`src/rtl/frame_demux_pkg.sv`:
```
// Shared types, default sizing and width helpers for the frame demultiplexer.
package frame_demux_pkg;

    localparam int DEF_DW          = 8;
    localparam int DEF_FAST_WORDS  = 16;
    localparam int DEF_SLOW_WORDS  = 2;
    localparam int DEF_SYNC_STAGES = 2;
    localparam int DEF_GAP_TIMEOUT = 1024;
    localparam int DEF_FCW         = 8;

    // Index/counter width that never collapses to zero bits.
    function automatic int idx_w(input int n);
        return (n > 1) ? $clog2(n) : 1;
    endfunction

    localparam int FRAME_WORDS = DEF_FAST_WORDS + DEF_SLOW_WORDS;
    localparam int CW          = idx_w(FRAME_WORDS);
    localparam int TW          = idx_w(DEF_GAP_TIMEOUT);

    typedef enum logic [1:0] {
        ST_IDLE,
        ST_FAST,
        ST_SLOW
    } state_t;

endpackage

```
`src/rtl/frame_demux_if.sv`:
```
// Word input and fast/slow channel outputs of the frame demultiplexer.
interface frame_demux_if
    import frame_demux_pkg::*;
#(
    parameter int DW  = DEF_DW,
    parameter int FIW = idx_w(DEF_FAST_WORDS),
    parameter int SIW = idx_w(DEF_SLOW_WORDS),
    parameter int FCW = DEF_FCW
) ();

    logic [DW-1:0]  iData;
    logic           strob;
    logic [DW-1:0]  fData;
    logic [FIW-1:0] fIdx;
    logic           fVal;
    logic [DW-1:0]  sData;
    logic [SIW-1:0] sIdx;
    logic           sVal;
    logic           frameDone;
    logic           frameErr;
    logic [FCW-1:0] frameCnt;

    modport master (
        output iData, strob,
        input  fData, fIdx, fVal, sData, sIdx, sVal, frameDone, frameErr, frameCnt
    );

    modport slave (
        input  iData, strob,
        output fData, fIdx, fVal, sData, sIdx, sVal, frameDone, frameErr, frameCnt
    );

endinterface

```
`src/rtl/frame_demux_strobe_edge_sync.sv`:
```
// Synchronises an asynchronous strobe into clk and emits a one-cycle rising-edge pulse.
module strobe_edge_sync #(
    parameter int SYNC_STAGES = 2
) (
    input  logic clk,
    input  logic rst,
    input  logic strob,
    output logic o_edge
);

    logic [SYNC_STAGES-1:0] r_sync;
    logic                   r_hist;

    always_ff @(posedge clk or negedge rst) begin
        if (!rst) begin
            r_sync <= '0;
            r_hist <= 1'b0;
        end else begin
            r_sync <= {r_sync[SYNC_STAGES-2:0], strob};
            r_hist <= r_sync[SYNC_STAGES-1];
        end
    end

    assign o_edge = r_sync[SYNC_STAGES-1] & ~r_hist;

endmodule

```
`src/rtl/frame_demux.sv`:
```
// Splits a strobed word stream into fixed-size frames: leading words to the fast
// channel, trailing words to the slow channel, with gap-timeout resynchronisation.
module frame_demux
    import frame_demux_pkg::*;
#(
    parameter int DW          = DEF_DW,
    parameter int FAST_WORDS  = DEF_FAST_WORDS,
    parameter int SLOW_WORDS  = DEF_SLOW_WORDS,
    parameter int SYNC_STAGES = DEF_SYNC_STAGES,
    parameter int GAP_TIMEOUT = DEF_GAP_TIMEOUT,
    parameter int FCW         = DEF_FCW
) (
    input  logic          clk,
    input  logic          rst,
    frame_demux_if.slave  bus
);

    localparam int FRAME_W = FAST_WORDS + SLOW_WORDS;
    localparam int CNT_W   = idx_w(FRAME_W);
    localparam int TMR_W   = idx_w(GAP_TIMEOUT);
    localparam int FIW     = idx_w(FAST_WORDS);
    localparam int SIW     = idx_w(SLOW_WORDS);

    localparam logic [CNT_W-1:0] FAST_C = CNT_W'(FAST_WORDS);
    localparam logic [CNT_W-1:0] LAST_C = CNT_W'(FRAME_W - 1);
    localparam logic [TMR_W-1:0] TMAX_C = TMR_W'(GAP_TIMEOUT - 1);

    logic w_edge;

    strobe_edge_sync #(
        .SYNC_STAGES (SYNC_STAGES)
    ) u_strobe_sync (
        .clk    (clk),
        .rst    (rst),
        .strob  (bus.strob),
        .o_edge (w_edge)
    );

    state_t           r_state,  w_state_next;
    logic [CNT_W-1:0] r_cnt,    w_cnt_next;
    logic [TMR_W-1:0] r_timer,  w_timer_next;
    logic [DW-1:0]    r_fdata,  w_fdata_next;
    logic [FIW-1:0]   r_fidx,   w_fidx_next;
    logic             r_fval,   w_fval_next;
    logic [DW-1:0]    r_sdata,  w_sdata_next;
    logic [SIW-1:0]   r_sidx,   w_sidx_next;
    logic             r_sval,   w_sval_next;
    logic             r_done,   w_done_next;
    logic             r_err,    w_err_next;
    logic [FCW-1:0]   r_fcnt,   w_fcnt_next;

    always_ff @(posedge clk or negedge rst) begin
        if (!rst) begin
            r_state <= ST_IDLE;
            r_cnt   <= '0;
            r_timer <= '0;
            r_fdata <= '0;
            r_fidx  <= '0;
            r_fval  <= 1'b0;
            r_sdata <= '0;
            r_sidx  <= '0;
            r_sval  <= 1'b0;
            r_done  <= 1'b0;
            r_err   <= 1'b0;
            r_fcnt  <= '0;
        end else begin
            r_state <= w_state_next;
            r_cnt   <= w_cnt_next;
            r_timer <= w_timer_next;
            r_fdata <= w_fdata_next;
            r_fidx  <= w_fidx_next;
            r_fval  <= w_fval_next;
            r_sdata <= w_sdata_next;
            r_sidx  <= w_sidx_next;
            r_sval  <= w_sval_next;
            r_done  <= w_done_next;
            r_err   <= w_err_next;
            r_fcnt  <= w_fcnt_next;
        end
    end

    always_comb begin
        w_state_next = r_state;
        w_cnt_next   = r_cnt;
        w_timer_next = r_timer;
        w_fdata_next = r_fdata;
        w_fidx_next  = r_fidx;
        w_fval_next  = 1'b0;
        w_sdata_next = r_sdata;
        w_sidx_next  = r_sidx;
        w_sval_next  = 1'b0;
        w_done_next  = 1'b0;
        w_err_next   = 1'b0;
        w_fcnt_next  = r_fcnt;

        // An edge takes priority over a timeout expiring in the same cycle.
        if (w_edge) begin
            w_timer_next = '0;
            if (r_state != ST_SLOW) begin
                w_fdata_next = bus.iData;
                w_fidx_next  = FIW'(r_cnt);
                w_fval_next  = 1'b1;
            end else begin
                w_sdata_next = bus.iData;
                w_sidx_next  = SIW'(r_cnt - FAST_C);
                w_sval_next  = 1'b1;
            end
            if (r_cnt == LAST_C) begin
                w_cnt_next  = '0;
                w_done_next = 1'b1;
                w_fcnt_next = r_fcnt + FCW'(1);
            end else begin
                w_cnt_next = r_cnt + CNT_W'(1);
            end
        end else if (r_state == ST_IDLE) begin
            w_timer_next = '0;
        end else if (r_timer == TMAX_C) begin
            w_cnt_next   = '0;
            w_timer_next = '0;
            w_err_next   = 1'b1;
        end else begin
            w_timer_next = r_timer + TMR_W'(1);
        end

        if (w_cnt_next == '0)
            w_state_next = ST_IDLE;
        else if (w_cnt_next < FAST_C)
            w_state_next = ST_FAST;
        else
            w_state_next = ST_SLOW;
    end

    assign bus.fData     = r_fdata;
    assign bus.fIdx      = r_fidx;
    assign bus.fVal      = r_fval;
    assign bus.sData     = r_sdata;
    assign bus.sIdx      = r_sidx;
    assign bus.sVal      = r_sval;
    assign bus.frameDone = r_done;
    assign bus.frameErr  = r_err;
    assign bus.frameCnt  = r_fcnt;

endmodule

```
`src/flat_wrapper.sv`:
```
// flat-port wrapper written by rule: the top's interface ports become plain ports
module frame_demux_flat import frame_demux_pkg::*;
#(
    parameter int DW          = DEF_DW,
    parameter int FAST_WORDS  = DEF_FAST_WORDS,
    parameter int SLOW_WORDS  = DEF_SLOW_WORDS,
    parameter int SYNC_STAGES = DEF_SYNC_STAGES,
    parameter int GAP_TIMEOUT = DEF_GAP_TIMEOUT,
    parameter int FCW         = DEF_FCW
)
  (clk, rst, bus_iData, bus_strob, bus_fData, bus_fIdx, bus_fVal, bus_sData, bus_sIdx, bus_sVal, bus_frameDone, bus_frameErr, bus_frameCnt);
  frame_demux_if #(.DW(DW), .FIW(idx_w(16)), .SIW(idx_w(2)), .FCW(FCW)) bus_i ();
  input  logic clk;
  input  logic rst;
  input wire logic [$bits(bus_i.iData)-1:0] bus_iData;
  input wire logic [$bits(bus_i.strob)-1:0] bus_strob;
  output wire logic [$bits(bus_i.fData)-1:0] bus_fData;
  output wire logic [$bits(bus_i.fIdx)-1:0] bus_fIdx;
  output wire logic [$bits(bus_i.fVal)-1:0] bus_fVal;
  output wire logic [$bits(bus_i.sData)-1:0] bus_sData;
  output wire logic [$bits(bus_i.sIdx)-1:0] bus_sIdx;
  output wire logic [$bits(bus_i.sVal)-1:0] bus_sVal;
  output wire logic [$bits(bus_i.frameDone)-1:0] bus_frameDone;
  output wire logic [$bits(bus_i.frameErr)-1:0] bus_frameErr;
  output wire logic [$bits(bus_i.frameCnt)-1:0] bus_frameCnt;
  assign bus_i.iData = bus_iData;
  assign bus_i.strob = bus_strob;
  assign bus_fData = bus_i.fData;
  assign bus_fIdx = bus_i.fIdx;
  assign bus_fVal = bus_i.fVal;
  assign bus_sData = bus_i.sData;
  assign bus_sIdx = bus_i.sIdx;
  assign bus_sVal = bus_i.sVal;
  assign bus_frameDone = bus_i.frameDone;
  assign bus_frameErr = bus_i.frameErr;
  assign bus_frameCnt = bus_i.frameCnt;
  frame_demux #(.DW(DW), .FAST_WORDS(FAST_WORDS), .SLOW_WORDS(SLOW_WORDS), .SYNC_STAGES(SYNC_STAGES), .GAP_TIMEOUT(GAP_TIMEOUT), .FCW(FCW)) u_core (.clk(clk), .rst(rst), .bus(bus_i));
endmodule
```
`config.mk`:
```
export PLATFORM = sky130hd
export DESIGN_NAME = frame_demux_flat
export DESIGN_NICKNAME = d
export VERILOG_FILES = /design/src/rtl/frame_demux_pkg.sv /design/src/rtl/frame_demux_if.sv /design/src/rtl/frame_demux_strobe_edge_sync.sv /design/src/rtl/frame_demux.sv /design/src/flat_wrapper.sv
export SDC_FILE = /design/constraint.sdc
export NUM_CORES = 1
export LEC_CHECK = 0
export BUFFER_PORTS_ARGS = -buffer_cell sky130_fd_sc_hd__buf_2
export CAP_MARGIN = 25
export CORE_MARGIN = 1
export CORE_UTILIZATION = 54
export DETAILED_ROUTE_END_ITERATION = 6
export PLACE_DENSITY = 0.75
export SETUP_SLACK_MARGIN = 0.05
export SKIP_LAST_GASP = 1
export SLEW_MARGIN = 30
export SYNTH_ARGS = -nofsm -noshare
export SYNTH_HDL_FRONTEND = slang
export SYNTH_SLANG_ARGS = --single-unit
```
`constraint.sdc`:
```
create_clock -name clk -period 1.8 [get_ports clk]
set_input_delay 0.27 -clock clk [delete_from_list [all_inputs] [get_ports clk]]
set_output_delay 0.27 -clock clk [all_outputs]
set_load 0.005 [all_outputs]
```
======== After elaboration in Yosys (flattened, before gate mapping) ========
Cells that the tools add are included.
Widths: inputs -> output; s select.
word-level totals
  bits in registers ....................... 53
  input bits .............................. 11
  output and inout bits ................... 33
  word-level logic and storage cells ...... 48
cells by class
  add/sub/neg operators ................... 4
  eq/ne operators ......................... 3
  multiplexer cells ....................... 18
  $lt $le $gt $ge ......................... 1
  bitwise gates (word level) .............. 3
  reduce and logical (&&, ||, !) cells .... 5
operators with widths
  cell                   count
  $mux 10                3
  $mux 5                 4
  $add 10x1->10 const B  1
  $eq 10x10->1 const B   1
  $mux 1                 9
  $add 8x1->8 const B    1
  $reduce_and 2->1       3
  $add 5x1->5 const B    1
  $eq 5x5->1 const B     1
  $logic_not 5->1        1
  $lt 5x5->1 const B     1
  $mux 2                 2
  $logic_not 2->1        1
  $ne 2x2->1 const B     1
  $not 1->1              2
  $and 1x1->1            1
  $sub 1x1->1 const B    1

======== Depth between registers and ports, before layout ========
  word-level depth ........................ 7
  mapped depth ............................ 7
  mapped depth without buffers ............ 6

======== Cells and area by module ========
Synthesis repeated with hierarchy kept, for this count alone.
second synthesis, totals
  cells, all modules ...................... 216
  area, all modules ....................... 2165.8 um^2
by module, submodules not included
  module            sequential area each (um^2)  area an instance (um^2)  instances  cells an instance
  frame_demux       1226.2                       2077.0                   1          212
  strobe_edge_sync  75.1                         88.8                     1          4

======== Worst setup path before layout ========
Ideal clock, no wire load.
  path type ............................... register to register
  start ................................... register u_core.r_cnt[0]
  end ..................................... register u_core.r_state[0]
  setup time .............................. 107 ps
  arrival ................................. 1484 ps
  path buffers ............................ 1
  data required time ...................... 1693 ps
  period minus slack after synthesis ...... 1591 ps
  slack ................................... 209 ps
  cell stages (with the launch flop) ...... 7
  cell sequence ........................... dfrtp_1 -> ha_1 -> and4bb_4 -> and2_1 -> buf_6 -> a21o_1 -> a2111oi_4
between the ends
  cells in the longest elaborated chain, start to end .. 6
  elaborated cells between the ends (all ways) .. 10
  classes of those cells .................. add/sub: 1; order compare: 1; eq/ne: 1; mux: 6; reduce/logical: 1
RTL lines
  element                                    RTL line                                RTL
  from (decl)                                frame_demux.sv:40                       logic [CNT_W-1:0] r_cnt, w_cnt_next;
  from (signal assigned)                     frame_demux.sv:68                       r_cnt <= w_cnt_next;
  $add 5x1->5, or another cell as far along  frame_demux.sv:113                      w_cnt_next = r_cnt + CNT_W'(1);
  $mux 5, on equally long branches           frame_demux.sv:108, frame_demux.sv:115
  $mux 5 *                                   frame_demux.sv:97                       if (w_edge) begin
  $lt 5x5->1                                 frame_demux.sv:127                      else if (w_cnt_next < FAST_C)
  $mux 2                                     frame_demux.sv:127
  $mux 2 *                                   frame_demux.sv:125                      if (w_cnt_next == '0)
  via u_core.w_state_next[0]                 frame_demux.sv:39                       state_t r_state, w_state_next;
  to (signal assigned)                       frame_demux.sv:67                       r_state <= w_state_next;
  to (decl)                                  frame_demux.sv:39
The timed path passes the listed nets; every way through them passes the cells marked *.
A chain may end at the register's enable or synchronous reset.

======== Worst setup path in the final report ========
  start ................................... register u_core.r_cnt[1]
  end ..................................... register u_core.r_state[0]
between the ends
  cells in the longest elaborated chain, start to end .. 6
  elaborated cells between the ends (all ways) .. 10
  classes of those cells .................. add/sub: 1; order compare: 1; eq/ne: 1; mux: 6; reduce/logical: 1
RTL lines
  element                                    RTL line                                RTL
  $add 5x1->5 or $eq 5x5->1 (tied branches)  frame_demux.sv:113, frame_demux.sv:108
  $mux 5 *                                   frame_demux.sv:108                      if (r_cnt == LAST_C) begin
  $mux 5 *                                   frame_demux.sv:97
  via u_core.w_cnt_next[4]                   frame_demux.sv:40
  $lt 5x5->1                                 frame_demux.sv:127
  $mux 2                                     frame_demux.sv:127
  $mux 2 *                                   frame_demux.sv:125
  via u_core.w_state_next[0]                 frame_demux.sv:39
Marked as above.

==> impl_results.md <==
- Status: finished clean
- Area Overhead vs Synth: 18.6%
- Vias: 1493
- Pin count of the biggest net entering global routing: 21
- CTS Buf Count: 5
- Post-synthesis cell type count: 32
- Max stage delay on crit path: 390 ps
- Leak: 1.35 nW
- HPWL reported at the end of detailed placement: 2650 um
- Setup crit end kind: register
- Async SR Flop Fraction: 1.00
- Net count after synthesis: 195
- Clk_lat worst skew: 300 ps
- Grt total ovfl: 0
- DR vias/cell: 5.28
- Post-layout min period: 1650 ps
- Post-CTS Setup Bufs: 0
- Crit-path cells: buf_4 -> ha_1 -> and2_1 -> o21ai_1 -> o32ai_2 -> a2111oi_4
- Final antenna-violating net count: 0
- Full die area: 4420 sq um
- Reg2Reg Capture Point: u_core.r_state[0]
- Buf/Inv on CP: 1
- Crit path launch type: register
- Relative slew slack: 0.724
- Initial antenna violation count: 0
- CORE AREA: 4000 sq um
- Placed Cells: 274
- Post-Syn Area: 2240 sq um
- Pwr dens: 976 nW/um^2
- Min Hold Slack: 73.0 ps
- Slowest-stage cell, CP: dfrtp_1
- Max cap viols: 0
- Crit path required time: 2000 ps
- Starting Density: 0.561
- Post-synth EDFFs: 0
- Filler cell count: 317
- Rows: 23
- Avg WL per Cell: 12.7 um
- Setup_tns: 0 ps
- Final setup vio count: 0
- DRC Markers: 0
- First-pass GRT wire length: 6020 um
- Die Width: 66.5 um
- Non-filler cells, final: 283
- Slew @ Worst Pin: 409 ps
- Most frequent cell after synthesis: dfrtp_1
- Worst setup path endpoint: u_core.r_state[0]
- Clock root buffer: clkbuf_8
- Post-synth top flop: dfrtp_1
- List of most frequent post-synthesis cells: dfrtp_1 (52), mux2_1 (17), nor2_1 (14)
- Tightest Hold Check Type: input port to register
- Total Routing Usage GR: 0.185
- Yosys Warn Count: 0
- R2r setup slk: 150 ps
- Unrepaired setup endpoints after global routing: true
- Gate Count Post-Synth: 180
- Initial DRC count: 92
- Routability cong.: 0.851
- Critical Path Start: u_core.r_cnt[1]
- Avg Cell Area, Syn: 12.5 sq um
- Top Family by Delay on Critical Path: compound AO/OA/AOI/OAI gates
- CTS sink cnt: 52
- # IOs: 44
- Yosys top cell by area: dfrtp_1
- Clock Pin Slew Worst Setup and Hold Paths: 90 ps
- Port Buffers: 43
- #FFs+latches synth: 52
- Synth top area share: 0.580
- Sequential area share after synthesis: 0.580
- Crit share post-route: 0.915
- Worst-path maximum fanout: 6
- Max VDD drop: 0.434 mV
- Max Buffers Root-to-Sink: 2
- H-tree levels: 2
- Post-Route WL: 3580 um
- Antenna fix cells: 0
- Fin nets: 247
- Reg-to-reg startpoint: u_core.r_cnt[1]
- Vias in the first global route: 1378
- Worst EP arrival: 1850 ps
- Layout cell share with drive strength beyond 1: 0.296
- Final hold viol count: 0
- Crit path depth: 6
- Crit Path Category: register to register
- Chip Height: 66.5 um
- CTS tree: yes
- Drt first pass iters: 4
- R2r worst-path depth: 6
- Max Slew Vio Count: 0
- Max Freq: 0.607 GHz
- Clock skew: 3.73 ps
- Ranking of synthesized cells by area: dfrtp_1 (58%), mux2_1 (8.5%), xnor2_1 (3.1%)
[state kept, by name (all words and copies together), names as in the netlist]
| name | cells |
|---|---|
| u_core.bus.sIdx | 1 |
| u_core.bus.fVal | 1 |
| u_core.r_timer | 10 |
| u_core.bus.sData | 8 |
| u_core.bus.fIdx | 4 |
| u_core.bus.frameCnt | 8 |
| u_core.r_state | 1 |
| u_core.bus.fData | 8 |
| u_core.bus.frameErr | 1 |
| u_core.u_strobe_sync.r_hist | 1 |
| u_core.r_cnt | 5 |
| u_core.u_strobe_sync.r_sync | 2 |
| u_core.bus.frameDone | 1 |
| u_core.bus.sVal | 1 |
[layout by cell type, fill, tap and decap left out, drive strengths merged, types with 2 or more instances in the layout]
master,instances
dfrtp,52
buf,52
mux2,21
nor2,15
nand2,9
nand3,8
xnor2,8
nand4,7
xor2,7
o21ai,7
clkbuf,5
nand2b,4
and4,4
ha,4
and2,4
a21oi,3
and3,3
nor3,3
inv,3
o31ai,2
[layer usage]
layer  GRT usage  vias up  wire [um]  part of all wire
li1            -      735          -                 -
met1       0.228      706       1660              0.46
met2       0.315       46       1680              0.47
met3      0.0514        6        205             0.057
met4      0.0559        0         44             0.012
met5           0        -          0                 0
[timing repair]
| action | CTS | global route |
|---|---|---|
| resized for setup | 0 | 2 |
| setup endpoints to repair | 0 | 8 |
| hold endpoints to repair | 18 | 0 |
| hold buffers | 1 | 0 |
[per-stage QoR]
stage / power (mW) / utilization / setup slack [ps] / area [sq um]
6_report: 2.60 / 0.665 / 153 / 2660
5_1_grt: 2.75 / 0.665 / 32.8 / 2660
4_1_cts: 2.62 / 0.665 / 78.2 / 2660
3_5_place_dp: 1.84 / 0.634 / 98.0 / 2540
3_3_place_gp: 1.83 / 0.634 / 145 / 2540
2_1_floorplan: 1.66 / - / 209 / 2240
[final cells by class]
| class | instances | area (sq um) | share of cell area |
|---|---|---|---|
| Tap cell | 50 | 62.6 | 0.0235 |
| Timing Repair Buffer | 53 | 293 | 0.110 |
| Clock inverter | 3 | 42.5 | 0.0160 |
| Inverter | 3 | 11.3 | 0.00423 |
| Clock buffer | 5 | 68.8 | 0.0259 |
| Multi-Input combinational cell | 117 | 881 | 0.331 |
| Sequential cell | 52 | 1300 | 0.489 |
[kinds of logic (layout without fill, tap and decap cells)]
logic type | count (synthesis) | in the layout | share of synthesized area
and+or+nand+nor | 60 | 60 | 0.147
DFF | 52 | 52 | 0.580
muxes | 21 | 21 | 0.105
AOI/OAI and AO/OA | 17 | 17 | 0.0591
xor gates and xnor gates | 15 | 15 | 0.0586
buffers and inverters | 11 | 64 | 0.0279
adders and majority gates | 4 | 4 | 0.0223
[power breakdown]
group / total (mW) / internal [mW] / switching, mW
Clock: 0.786 / 0.412 / 0.374
Sequential: 1.36 / 1.28 / 0.0747
Combinational: 0.453 / 0.215 / 0.238
[how the worst min path moves through the flow]
stage                     slack [ps]       from  depth (start not counted)                        endpoint
after CTS                         70  bus_strob                          1  u_core.u_strobe_sync.r_sync[0]
after floorplan                  -30        rst                          0             u_core.bus.fData[0]
after global placement           230        rst                          1             u_core.bus.fData[3]
after global routing              60  bus_strob                          1  u_core.u_strobe_sync.r_sync[0]
after detailed placement         220        rst                          1             u_core.bus.fData[3]
final                             70  bus_strob                          1  u_core.u_strobe_sync.r_sync[0]
Note: power is estimated with default switching activity, not from simulation.
